[src/rtl/led_frame_sched_if.sv]
// Handshake bundle between the frame scheduler, its requester, the FIFO fill controller and PHY.
// The scheduler takes the slave modport; the surrounding logic (or a bench) takes master.
interface led_frame_sched_if;
  logic        cfg_enable;
  logic        frame_req;
  logic        fill_en;
  logic        fill_start;
  logic        send_start_in;
  logic        phy_done;
  logic        busy;
  logic [15:0] frame_cnt;
  logic        overrun;
  logic        err_timeout;

  modport master (
    output cfg_enable, frame_req, send_start_in, phy_done,
    input  fill_en, fill_start, busy, frame_cnt, overrun, err_timeout
  );

  modport slave (
    input  cfg_enable, frame_req, send_start_in, phy_done,
    output fill_en, fill_start, busy, frame_cnt, overrun, err_timeout
  );
endinterface

[src/rtl/led_frame_sched.sv]
// Frame-level scheduler for the LED strip path: arms the fill controller, waits for PHY completion,
// enforces the latch gap and a minimum refresh period. Define LED_SCHED_TIMEOUT_EN for a watchdog.
module led_frame_sched #(
  parameter int unsigned LATCH_CYCLES   = 15000,
  parameter int unsigned REFRESH_CYCLES = 1000000,
  parameter int unsigned TIMEOUT_CYCLES = 2000000
) (
  input logic              clk,
  input logic              rstn,
  led_frame_sched_if.slave bus
);

  localparam int unsigned LatchW  = $clog2(LATCH_CYCLES) + 1;
  localparam int unsigned PeriodW = $clog2(REFRESH_CYCLES) + 1;
  localparam logic [LatchW-1:0]  LatchLast = LatchW'(LATCH_CYCLES - 1);
  localparam logic [PeriodW-1:0] PeriodMax = PeriodW'(REFRESH_CYCLES);

  localparam logic [2:0] StIdle  = 3'd0;
  localparam logic [2:0] StArm   = 3'd1;
  localparam logic [2:0] StStart = 3'd2;
  localparam logic [2:0] StFill  = 3'd3;
  localparam logic [2:0] StTx    = 3'd4;
  localparam logic [2:0] StLatch = 3'd5;

  logic [2:0]         state_q, state_d;
  logic               req_pend_q, req_pend_d;
  logic [PeriodW-1:0] period_q, period_d;
  logic [LatchW-1:0]  latch_q, latch_d;
  logic [15:0]        frame_cnt_q, frame_cnt_d;
  logic               overrun_q, overrun_d;
  logic               period_ok;
  logic               go_arm;
  logic               wd_fire;

  assign period_ok = (period_q == PeriodMax);
  assign go_arm    = (state_q == StIdle) && bus.cfg_enable && req_pend_q && period_ok;

  // A request landing on the arming edge survives, so it is served by a later frame.
  assign req_pend_d = bus.frame_req | (req_pend_q & ~go_arm);
  assign overrun_d  = bus.frame_req & req_pend_q;

  always_comb begin
    period_d = period_q;
    if (go_arm) begin
      period_d = '0;
    end else if (!period_ok) begin
      period_d = period_q + PeriodW'(1);
    end
  end

  always_comb begin
    state_d     = state_q;
    latch_d     = latch_q;
    frame_cnt_d = frame_cnt_q;
    case (state_q)
      StIdle:  if (go_arm) state_d = StArm;
      StArm:   state_d = StStart;
      StStart: state_d = StFill;
      StFill: begin
        if (bus.send_start_in) begin
          state_d = StTx;
        end else if (wd_fire) begin
          state_d = StLatch;
          latch_d = '0;
        end
      end
      StTx: begin
        if (bus.phy_done) begin
          state_d     = StLatch;
          latch_d     = '0;
          frame_cnt_d = frame_cnt_q + 16'd1;
        end else if (wd_fire) begin
          state_d = StLatch;
          latch_d = '0;
        end
      end
      StLatch: begin
        if (latch_q == LatchLast) begin
          state_d = StIdle;
        end else begin
          latch_d = latch_q + LatchW'(1);
        end
      end
      default: state_d = StIdle;
    endcase
  end

  always_ff @(posedge clk or negedge rstn) begin
    if (!rstn) begin
      state_q     <= StIdle;
      req_pend_q  <= 1'b0;
      period_q    <= PeriodMax;
      latch_q     <= '0;
      frame_cnt_q <= '0;
      overrun_q   <= 1'b0;
    end else begin
      state_q     <= state_d;
      req_pend_q  <= req_pend_d;
      period_q    <= period_d;
      latch_q     <= latch_d;
      frame_cnt_q <= frame_cnt_d;
      overrun_q   <= overrun_d;
    end
  end

`ifdef LED_SCHED_TIMEOUT_EN
  localparam int unsigned WdW = $clog2(TIMEOUT_CYCLES) + 1;
  localparam logic [WdW-1:0] WdLast = WdW'(TIMEOUT_CYCLES - 1);

  logic [WdW-1:0] wd_q, wd_d;
  logic           err_q;
  logic           timeout_hit;
  logic           in_wait;

  assign in_wait = (state_q == StFill) || (state_q == StTx);
  assign wd_fire = in_wait && (wd_q == WdLast);
  // Normal completion on the final watchdog cycle wins over the timeout.
  assign timeout_hit = wd_fire && ((state_q == StFill && !bus.send_start_in) ||
                                   (state_q == StTx && !bus.phy_done));

  always_comb begin
    wd_d = '0;
    if (in_wait && (state_d == state_q)) begin
      wd_d = wd_q + WdW'(1);
    end
  end

  always_ff @(posedge clk or negedge rstn) begin
    if (!rstn) begin
      wd_q  <= '0;
      err_q <= 1'b0;
    end else begin
      wd_q  <= wd_d;
      err_q <= err_q | timeout_hit;
    end
  end

  assign bus.err_timeout = err_q;
`else
  assign wd_fire         = 1'b0;
  assign bus.err_timeout = 1'b0;
`endif

  assign bus.fill_en    = (state_q == StArm);
  assign bus.fill_start = (state_q == StStart);
  assign bus.busy       = (state_q != StIdle);
  assign bus.frame_cnt  = frame_cnt_q;
  assign bus.overrun    = overrun_q;

endmodule

[src/flat_wrapper.sv]
// flat-port wrapper written by rule: the top's interface ports become plain ports
module led_frame_sched_flat 
#(
  parameter int unsigned LATCH_CYCLES   = 15000,
  parameter int unsigned REFRESH_CYCLES = 1000000,
  parameter int unsigned TIMEOUT_CYCLES = 2000000
)
  (clk, rstn, bus_cfg_enable, bus_frame_req, bus_send_start_in, bus_phy_done, bus_fill_en, bus_fill_start, bus_busy, bus_frame_cnt, bus_overrun, bus_err_timeout);
  led_frame_sched_if bus_i ();
  input logic clk;
  input logic rstn;
  input wire logic [$bits(bus_i.cfg_enable)-1:0] bus_cfg_enable;
  input wire logic [$bits(bus_i.frame_req)-1:0] bus_frame_req;
  input wire logic [$bits(bus_i.send_start_in)-1:0] bus_send_start_in;
  input wire logic [$bits(bus_i.phy_done)-1:0] bus_phy_done;
  output wire logic [$bits(bus_i.fill_en)-1:0] bus_fill_en;
  output wire logic [$bits(bus_i.fill_start)-1:0] bus_fill_start;
  output wire logic [$bits(bus_i.busy)-1:0] bus_busy;
  output wire logic [$bits(bus_i.frame_cnt)-1:0] bus_frame_cnt;
  output wire logic [$bits(bus_i.overrun)-1:0] bus_overrun;
  output wire logic [$bits(bus_i.err_timeout)-1:0] bus_err_timeout;
  assign bus_i.cfg_enable = bus_cfg_enable;
  assign bus_i.frame_req = bus_frame_req;
  assign bus_i.send_start_in = bus_send_start_in;
  assign bus_i.phy_done = bus_phy_done;
  assign bus_fill_en = bus_i.fill_en;
  assign bus_fill_start = bus_i.fill_start;
  assign bus_busy = bus_i.busy;
  assign bus_frame_cnt = bus_i.frame_cnt;
  assign bus_overrun = bus_i.overrun;
  assign bus_err_timeout = bus_i.err_timeout;
  led_frame_sched #(.LATCH_CYCLES(LATCH_CYCLES), .REFRESH_CYCLES(REFRESH_CYCLES), .TIMEOUT_CYCLES(TIMEOUT_CYCLES)) u_core (.clk(clk), .rstn(rstn), .bus(bus_i));
endmodule
[config.mk]
export PLATFORM = sky130hd
export DESIGN_NAME = led_frame_sched_flat
export DESIGN_NICKNAME = d
export VERILOG_FILES = /design/src/rtl/led_frame_sched_if.sv /design/src/rtl/led_frame_sched.sv /design/src/flat_wrapper.sv
export SDC_FILE = /design/constraint.sdc
export NUM_CORES = 1
export LEC_CHECK = 0
export ABC_CLOCK_PERIOD_IN_PS = 3300
export CAP_MARGIN = 40
export CELL_PAD_IN_SITES_DETAIL_PLACEMENT = 2
export CELL_PAD_IN_SITES_GLOBAL_PLACEMENT = 2
export CORE_MARGIN = 2
export CORE_UTILIZATION = 30
export DETAILED_ROUTE_END_ITERATION = 6
export GPL_TIMING_DRIVEN = 0
export PLACE_DENSITY = 0.67
export SLEW_MARGIN = 20
export SYNTH_ARGS = -nofsm -noshare
export SYNTH_HDL_FRONTEND = slang
export SYNTH_SLANG_ARGS = --single-unit
[constraint.sdc]
create_clock -name clk -period 3.3 [get_ports clk]
set_input_delay 0.495 -clock clk [delete_from_list [all_inputs] [get_ports clk]]
set_output_delay 0.495 -clock clk [all_outputs]
set_load 0.01 [all_outputs]
* After elaboration in Yosys (flattened, before gate mapping)
Cells that the tools add are included.
** Word-level totals
- Word-level logic and storage cells :: 45
- Output and inout bits :: 21
- Input bits :: 6
- Flip-flop bits (word level) :: 57
** Cells by class
- Reduce and logical (&&, ||, !) cells :: 9
- Bitwise gates (word level) :: 4
- Equal/unequal tests :: 13
- Multiplexer cells :: 10
- $add $sub $neg :: 3
** Operator list (number)
- $mux W21 :: 2
- $mux W15 :: 2
- $pmux W15 S2 :: 1
- $add A21 B1 Y21 const B :: 1
- $eq A21 B20 Y1 const B :: 1
- $pmux W3 S6 :: 1
- $add A16 B1 Y16 const B :: 1
- $add A15 B1 Y15 const B :: 1
- $eq A15 B14 Y1 const B :: 1
- $mux W3 :: 4
- $ne A2 B2 Y1 const B :: 4
- $eq A3 B2 Y1 const B :: 2
- $eq A3 B3 Y1 const B :: 2
- $ne A2 B1 Y1 const B :: 2
- $reduce_and A4 Y1 :: 1
- $eq A3 B1 Y1 const B :: 1
- $logic_and A1 B1 Y1 :: 3
- $logic_not A3 Y1 :: 1
- $reduce_and A3 Y1 :: 1
- $reduce_bool A3 Y1 :: 1
- $and A1 B1 Y1 :: 2
- $reduce_and A2 Y1 :: 1
- $reduce_bool A2 Y1 :: 1
- $not A1 Y1 :: 1
- $or A1 B1 Y1 :: 1

* Depth between registers and ports, before layout
Gate-level depths: netlist (run 1).
- Depth in word-level cells :: 7
- Gate-level depth with buffers :: 6
- Gate-level depth less buffers :: 6

* Worst setup path after synthesis (run 1)
OpenSTA, ideal clock, no wires.
- Path kind :: register to register
- From :: reg u_core.latch_q[0]
- To :: reg u_core.latch_q[7]
- Cell stages (with the launch flop) :: 7
- Period minus slack after synthesis :: 1.782 ns
- Setup time :: 0.077 ns
- Required time :: 3.223 ns
- Data arrival time :: 1.705 ns
- Path slack :: 1.518 ns
- Path buffers :: 1
- Cell sequence :: dfrtp_1 ha_1 and2_1 and4_1 buf_2 or4_1 a21oi_1
** On the way
- Word-level cells in the longest chain between the ends :: 3
- Elaborated cells on any way between the ends :: 6
- Those cells by class :: add/sub (1); eq/ne (2); mux (2); reduce/logical (1)
** Ends and longest elaborated chain
- start: declaration :: line led_frame_sched.sv:28 : logic [LatchW-1:0] latch_q, latch_d;
- start signal: assignment :: line led_frame_sched.sv:100 : latch_q <= latch_d;
- $add A15 B1 Y15 / $eq A15 B14 Y1 (equally long branches) :: line led_frame_sched.sv:81, led_frame_sched.sv:78
- $mux W15 / $ne A2 B2 Y1 (equally long branches)
- $pmux W15 S2 / $reduce_and A3 Y1 (equally long branches)
Parallel ways exist; a longest one is shown, timed or not. The select of a mux whose other input is x is not followed.
A chain may end at the register's enable or synchronous reset.

* Final worst setup path (run 1)
- From :: reg u_core.state_q[0]
- To :: out bus_busy
** On the way
- Word-level cells in the longest chain between the ends :: 1
** Ends and longest elaborated chain
- start: declaration :: line led_frame_sched.sv:25 : logic [2:0] state_q, state_d;
- start signal: assignment :: line led_frame_sched.sv:90 : state_q <= StIdle;
- start signal: assignment :: line led_frame_sched.sv:97 : state_q <= state_d;
- $reduce_bool A3 Y1 :: line led_frame_sched.sv:146 : assign bus.busy = (state_q != StIdle);
- end: declaration :: line flat_wrapper.sv:18 : output wire logic [$bits(bus_i.busy)-1:0] bus_busy;
Every way passes these cells.

==> run_results.csv, run 1 <==
group,metric,value,unit
outcome,status,"complete, no violations",
finish,drive_gt1_share,10.8,%
pwr,p_comb_share,19.6,%
timing,setup_viol,0,
finish,syn2layout_area_growth,23.6,%
detailed_routing,wl_per_cell,15.7,um
die,ios,27,
timing,max_freq,402,MHz
setup_path,critPathMaxFanout,10,
setup_path,required,2.80,ns
clock_tree,clkTransAtPathRegs,0.07,ns
synth,synthAdderAreaFrac,1.75,%
clock_tree,post_cts_resize_count,0,
die,start_util,30.9,%
clock_tree,cts_tree,"built",
pwr,irDropWorstVdd,213,uV
synth,synth_seq_cells,57,
finish,nets,330,
detailed_routing,vias_per_cell,5.05,
global_routing,grt_max_degree,30,
detailed_routing,vias,2294,
setup_path,crit_chain,"buf_2, nor3_1, inv_1, clkdlybuf4s50_1",
synth,async_reset_ff_share,100,%
global_routing,grt_pass1_vias,2464,
clock_tree,hold_buffers,0,
pwr,total_power,2.17,mW
pwr,pwr-share-seq,42.8,%
synth,synth.distinct_cells,45,
timing,hold_viol_final,0,
pwr,power_switching_share,29.2,%
synth,avgSynthCellArea,10.1,um2
detailed_routing,drc_errors,0,
finish,n_antenna_cell,0,
synth,synth_edf_count,0,
die,die_w,102,um
global_routing,overflow,0,
placed_design,place_area,3290,um2
clock_tree,cts_htree_levels,3,
worst_hold_path,hold_path_class,"input pin to async pin",
detailed_routing,routed_wl,7130,um
die,die_h,102,um
global_routing,antenna_found_initial,0,
placed_design,port_buffers,25,
global_routing,grt_pass1_wl,12600,um
synth,synth-xor-area-share,8.59,%
clock_tree,cts_sinks,57,
synth,synth_seq_area_share,50.2,%
setup_path,end_kind,"output pin",
clock_tree,clock_path_buffers,2,
synth,netlist_instances,283,
timing,tightest_slew,0.838,ns
timing,rsz0062_at_grt,"false",
synth,synth.most_common_cell,"dfrtp_1",
synth,muxShareOfSynthArea,4.25,%
pwr,pwr-share-clk,37.6,%
setup_path,crit_type,"flop to output pin",
pwr,power_density,616,nW/um2
global_routing,grtUsageTotal,15.5,%
synth,netlist_area,2860,um2
die,die_area,10300,um2
pwr,p_int,1.54,mW
pwr,p_sw,634,uW
clock_tree,cts_root_buffer,"clkbuf_8",
synth,synth_compound_area_share,7.40,%
timing,slew-limit-headroom,43.6,%
clock_tree,cts_setup_buffers,0,
detailed_routing,drt-initial-drc-count,34,
placed_design,gp_congestion,0.727,
synth,yosysWarningCount,0,
timing,setup_tns,0,ns
synth,synth-main-ff-cell,"dfrtp_1",
placed_design,hpwl,5210,um
pwr,power_leakage,1.50,nW
timing,period_needed,2.49,ns
timing,drv_slew,0,
job,maxCapViolCount,0,
finish,final_util,38.2,%
synth,synth_top_area_cell,"dfrtp_1",
finish,design_area,3530,um2
timing,finalCritPeriodShare,75.4,%
clock_tree,clk_latency,0.33,ns
setup_path,cp.arrival,1.99,ns
synth,synth_common_cells,"50 x dfrtp_1, 35 x nand2_1, 21 x nand3_1, 19 x xnor2_1, 15 x nor2_1",
synth,synth_top_family_by_area,"simple AND/OR/NAND/NOR gates",
setup_path,slowest_delay,0.51,ns
setup_path,startpoint_type,"flop",
synth,syn_nets,293,
timing,skew,0.00705,ns
synth,netlist.area_leader.share,43.8,%
setup_path,regToRegSetupSlack,1.20,ns
detailed_routing,drtPass1Iterations,4,
synth,synthSimpleGateAreaFrac,25.4,%
detailed_routing,antenna_left,0,
synth,synth_top_cells_by_area,"dfrtp_1 44%, dfstp_2 6.4%, xnor2_1 5.8%, nand2_1 4.6%, mux2i_1 3.9%",
die,core.rowCount,35,
clock_tree,numCtsBuffers,9,
setup_path,crit_path_top_delay_cell,"nor3_1",
die,core,9240,um2
==> worst paths after layout <==
path / cells past startpoint / from / end
max: 4 / u_core.state_q[0]$_DFFE_PN0P_ / bus_busy
min: 1 / rstn / u_core.latch_q[12]$_DFFE_PN0P_
max reg2reg: 4 / u_core.state_q[1]$_DFFE_PN0P_ / u_core.bus.frame_cnt[11]$_DFFE_PN0P_
min reg2reg: 1 / u_core.bus.frame_cnt[15]$_DFFE_PN0P_ / u_core.bus.frame_cnt[15]$_DFFE_PN0P_
max in group asynchronous: 2 / rstn / u_core.period_q[14]$_DFFE_PN1P_
min in group clk: 1 / u_core.bus.frame_cnt[15]$_DFFE_PN0P_ / u_core.bus.frame_cnt[15]$_DFFE_PN0P_
==> layout make-up <==
cell class	instances	area (um2)
Tap cell	129	161
Sequential cell	57	1440
Buffer	8	42.5
Timing Repair Buffer	26	268
Fill cell	1005	5710
Clock buffer	11	141
Multi-Input combinational cell	212	1360
Inverter	6	22.5
Clock inverter	5	103
==> critical path, delay by kind of cell (launching register included) <==
kind                   cells  cell delay (ns)
and+or+nand+nor            1             0.51
DFF                        1             0.39
buffers and inverters      3             0.76
==> sequential cells by signal, indices dropped and copies added, names as in the netlist <==
name / cells
u_core.bus.frame_cnt: 16
u_core.state_q: 3
u_core.bus.overrun: 1
u_core.latch_q: 15
u_core.req_pend_q: 1
u_core.period_q: 21
==> power by group through the flow <==
stage,clock network (mW),logic [mW],registers (mW)
floorplan,0,0.277,0.906
global placement,0,0.419,0.936
detailed placement,0,0.435,0.942
CTS,0.842,0.438,0.932
global route,0.869,0.488,0.955
finish,0.816,0.427,0.929
==> stage by stage <==
| stage | worst slack [ns] | std cells | hold slack, ns |
|---|---|---|---|
| after global routing | 0.655 | 454 | 0.101 |
| after global placement | -0.300 | 437 | 0.458 |
| after detailed placement | 0.638 | 438 | 0.459 |
| final | 0.811 | 454 | 0.0805 |
| after CTS | 0.745 | 454 | 0.0907 |
| after floorplan | 1.52 | 283 | 0.199 |
==> cells by family after synthesis <==
logic type                 count (synthesis)
AOI/OAI and AO/OA                         35
adders and majority gates                  4
muxes                                     12
and+or+nand+nor                          132
xor gates and xnor gates                  28
other                                      1
DFF                                       57
buffers and inverters                     14
==> cells in the final DEF (no fill, tap or decap), drive strengths merged, types with 3 or more instances in the layout <==
cell           instances
dfstp                  7
dfrtp                 50
xnor2                 19
nand2b                 5
o31ai                  5
nand2                 35
and4                   4
or4                    6
ha                     4
clkdlybuf4s50         24
nor3                   5
a21oi                  9
mux2i                 11
bufinv                 3
and3                   7
nor2                  15
nor4                   7
or2                    3
inv                    6
and2                   3
nand4                  8
clkbuf                13
buf                    8
nor4b                  3
nand3                 21
o21ai                 12
xor2                   9
==> routing by layer <==
layer	routed length [um]	global-route usage, %
met1	3270	20.8
met4	80	4.68
met2	3580	25.2
met3	194	3.45
met5	0	0
Power figures use the tool's default switching activity.
==> run 2: changes to the inputs <==
- ABC_CLOCK_PERIOD_IN_PS: 3300 -> 2500
- clock period: 3.3 -> 2.5 ns (I/O delays scaled with it)
==> run 2 against run 1 <==
Net effect: clock power grew 32%; worst setup slack lost 0.50 ns; register-to-register slack lost 0.81 ns; die area is the same; count of clock-buffer cells in the layout is the same; global-route usage is the same; routed wire length is essentially flat; sequential power grew 32%; cell area grew 0.46%; worst hold slack gained 0.39 ns; non-clock buffer count grew 1; critical path depth shrank 1; largest power group unchanged.
==> run_results.csv, run 2 (same netlist as run 1, synthesis figures left out) <==
group,metric,value,unit
setup_path,cp.arrival,1.82,ns
setup_path,crit_path_top_delay_cell,"clkdlybuf4s50_1",
placed_design,hpwl,5210,um
setup_path,required,2.12,ns
clock_tree,clkTransAtPathRegs,0.07,ns
global_routing,grt_pass1_wl,12600,um
detailed_routing,vias,2298,
finish,stdcell_count,455,
setup_path,end_kind,"output pin",
placed_design,placedCellCount,438,
setup_path,critPathMaxFanout,10,
die,core,9240,um2
setup_path,crit_type,"flop to output pin",
setup_path,worstReg2RegStart,"u_core.state_q[1]$_DFFE_PN0P_",
setup_path,startpoint_type,"flop",
die,core.rowCount,35,
timing,drv_slew,0,
die,start_util,30.9,%
setup_path,ff2ff_path_depth,4,
pwr,power_switching_share,29.2,%
timing,hold_viol_final,0,
setup_path,regToRegSetupSlack,0.39,ns
setup_path,timing.rr.end,"u_core.bus.frame_cnt[11]$_DFFE_PN0P_",
timing,slew-limit-headroom,43.6,%
clock_tree,cts_tree,"built",
timing,setup_viol,0,
clock_tree,cts_root_buffer,"clkbuf_8",
pwr,pwr-share-seq,42.7,%
timing,period_needed,2.19,ns
setup_path,crit_chain,"clkbuf_2, nor3b_1, clkdlybuf4s50_1",
outcome,status,"complete, no violations",
clock_tree,clk_latency,0.33,ns
pwr,pwr-share-clk,37.4,%
placed_design,port_buffers,25,
setup_path,crit_family,"buffers and inverters",
worst_hold_path,hold_depth,1,
pwr,p_comb_share,19.9,%
global_routing,overflow,0,
detailed_routing,drc_errors,0,
global_routing,grtUsageTotal,15.5,%
detailed_routing,drt-initial-drc-count,41,
clock_tree,clock_path_buffers,2,
pwr,power_leakage,1.51,nW
finish,nets,331,
detailed_routing,drtPass1Iterations,4,
global_routing,antenna_found_initial,0,
detailed_routing,routed_wl,7130,um
detailed_routing,wl_per_cell,15.7,um
global_routing,grt_pass1_vias,2464,
detailed_routing,vias_per_cell,5.05,
finish,fill_cells,1005,
clock_tree,numCtsBuffers,9,
clock_tree,cts_htree_levels,3,
worst_hold_path,worstHoldEndpoint,"u_core.bus.frame_cnt[15]$_DFFE_PN0P_",
pwr,irDropWorstVdd,281,uV
die,ios,27,
timing,max_freq,456,MHz
die,die_w,102,um
timing,rsz0062_at_grt,"false",
setup_path,slowest_delay,0.58,ns
pwr,p_sw,841,uW
pwr,power_density,811,nW/um2
clock_tree,cts_sinks,57,
global_routing,grt_max_degree,30,
finish,largest_reg_flops,21,
finish,largest_register,"u_core.period_q",
timing,finalCritPeriodShare,87.7,%
finish,syn2layout_area_growth,24.1,%
job,maxCapViolCount,0,
die,die_area,10300,um2
timing,setup_tns,0,ns
worst_hold_path,hold_path_class,"flop to flop",
timing,tightest_slew,0.839,ns
clock_tree,cts_setup_buffers,0,
die,die_h,102,um
placed_design,gp_congestion,0.727,
finish,final_cell_mix,"50 x dfrtp_1, 35 x nand2_1, 24 x clkdlybuf4s50_1",
pwr,p_int,2.04,mW
finish,drive_gt1_share,11.3,%
detailed_routing,antenna_left,0,
finish,mostFrequentLayoutCell,"dfrtp_1",
finish,n_antenna_cell,0,
worst_hold_path,hp-start,"u_core.bus.frame_cnt[15]$_DFFE_PN0P_",
setup_path,crit_buf_inv,2,
timing,skew,0.00705,ns
-- run 2: cell count changes in the layout (fill, tap and decap cells not counted) --
cell,change
clkbuf_1,-1
clkbuf_2,+1
dlygate4sd3_1,+1
nor3_1,-1
nor3_2,+1
-- run 2: power by group through the flow --
stage | Combinational, mW | Sequential [mW] | Clock (mW)
detailed placement | 0.574 | 1.24 | 0
global placement | 0.553 | 1.24 | 0
CTS | 0.579 | 1.23 | 1.11
finish | 0.573 | 1.23 | 1.08
global route | 0.651 | 1.26 | 1.15
floorplan | 0.365 | 1.20 | 0
-- run 2: final cells by class --
class	count	area, um2	area share [%]
Sequential cell	57	1440	40.5
Multi-Input combinational cell	212	1360	38.4
Timing Repair Buffer	27	278	7.83
Tap cell	129	161	4.55
Clock buffer	11	141	3.99
Clock inverter	5	103	2.89
Buffer	8	43.8	1.24
Inverter	6	22.5	0.635
-- run 2: through the flow --
step                hold WS, ns  instance area, um2  total power [mW]  setup WS (ns)  utilization, %
floorplan                0.0794                2860              1.56          0.718               -
global placement          0.458                3270              1.79         -0.980            35.4
detailed placement        0.339                3290              1.82        -0.0423            35.6
CTS                       0.476                3540              2.92         0.0650            38.3
global route              0.516                3550              3.06          0.131            38.4
finish                    0.472                3550              2.88          0.308            38.4
-- run 2: worst max path at each step --
stage	start	to	depth (start not counted)
2_1_floorplan	u_core.latch_q[0]$_DFFE_PN0P_	u_core.latch_q[7]$_DFFE_PN0P_	6
3_3_place_gp	rstn	u_core.period_q[5]$_DFFE_PN0P_	1
3_5_place_dp	bus_phy_done	u_core.bus.frame_cnt[11]$_DFFE_PN0P_	5
4_1_cts	u_core.state_q[0]$_DFFE_PN0P_	bus_busy	4
5_1_grt	bus_phy_done	u_core.bus.frame_cnt[14]$_DFFE_PN0P_	6
6_report	u_core.state_q[1]$_DFFE_PN0P_	bus_fill_start	3
-- run 2: timing repair --
| item | 4_1_cts | 5_1_grt |
|---|---|---|
| endpoints found under the setup margin | 0 | 1 |
| endpoints found under the hold margin | 27 | 0 |
| hold buffers | 1 | 0 |
| resized for setup | 0 | 3 |
-- run 2: routing by layer --
metal  part of all wire (%)  global-route usage [%]  wire length [um]
met3                    2.7                    3.45               189
met4                    1.2                    4.68                83
met2                     50                    25.2              3580
met5                      0                       0                 0
met1                     46                    20.8              3280
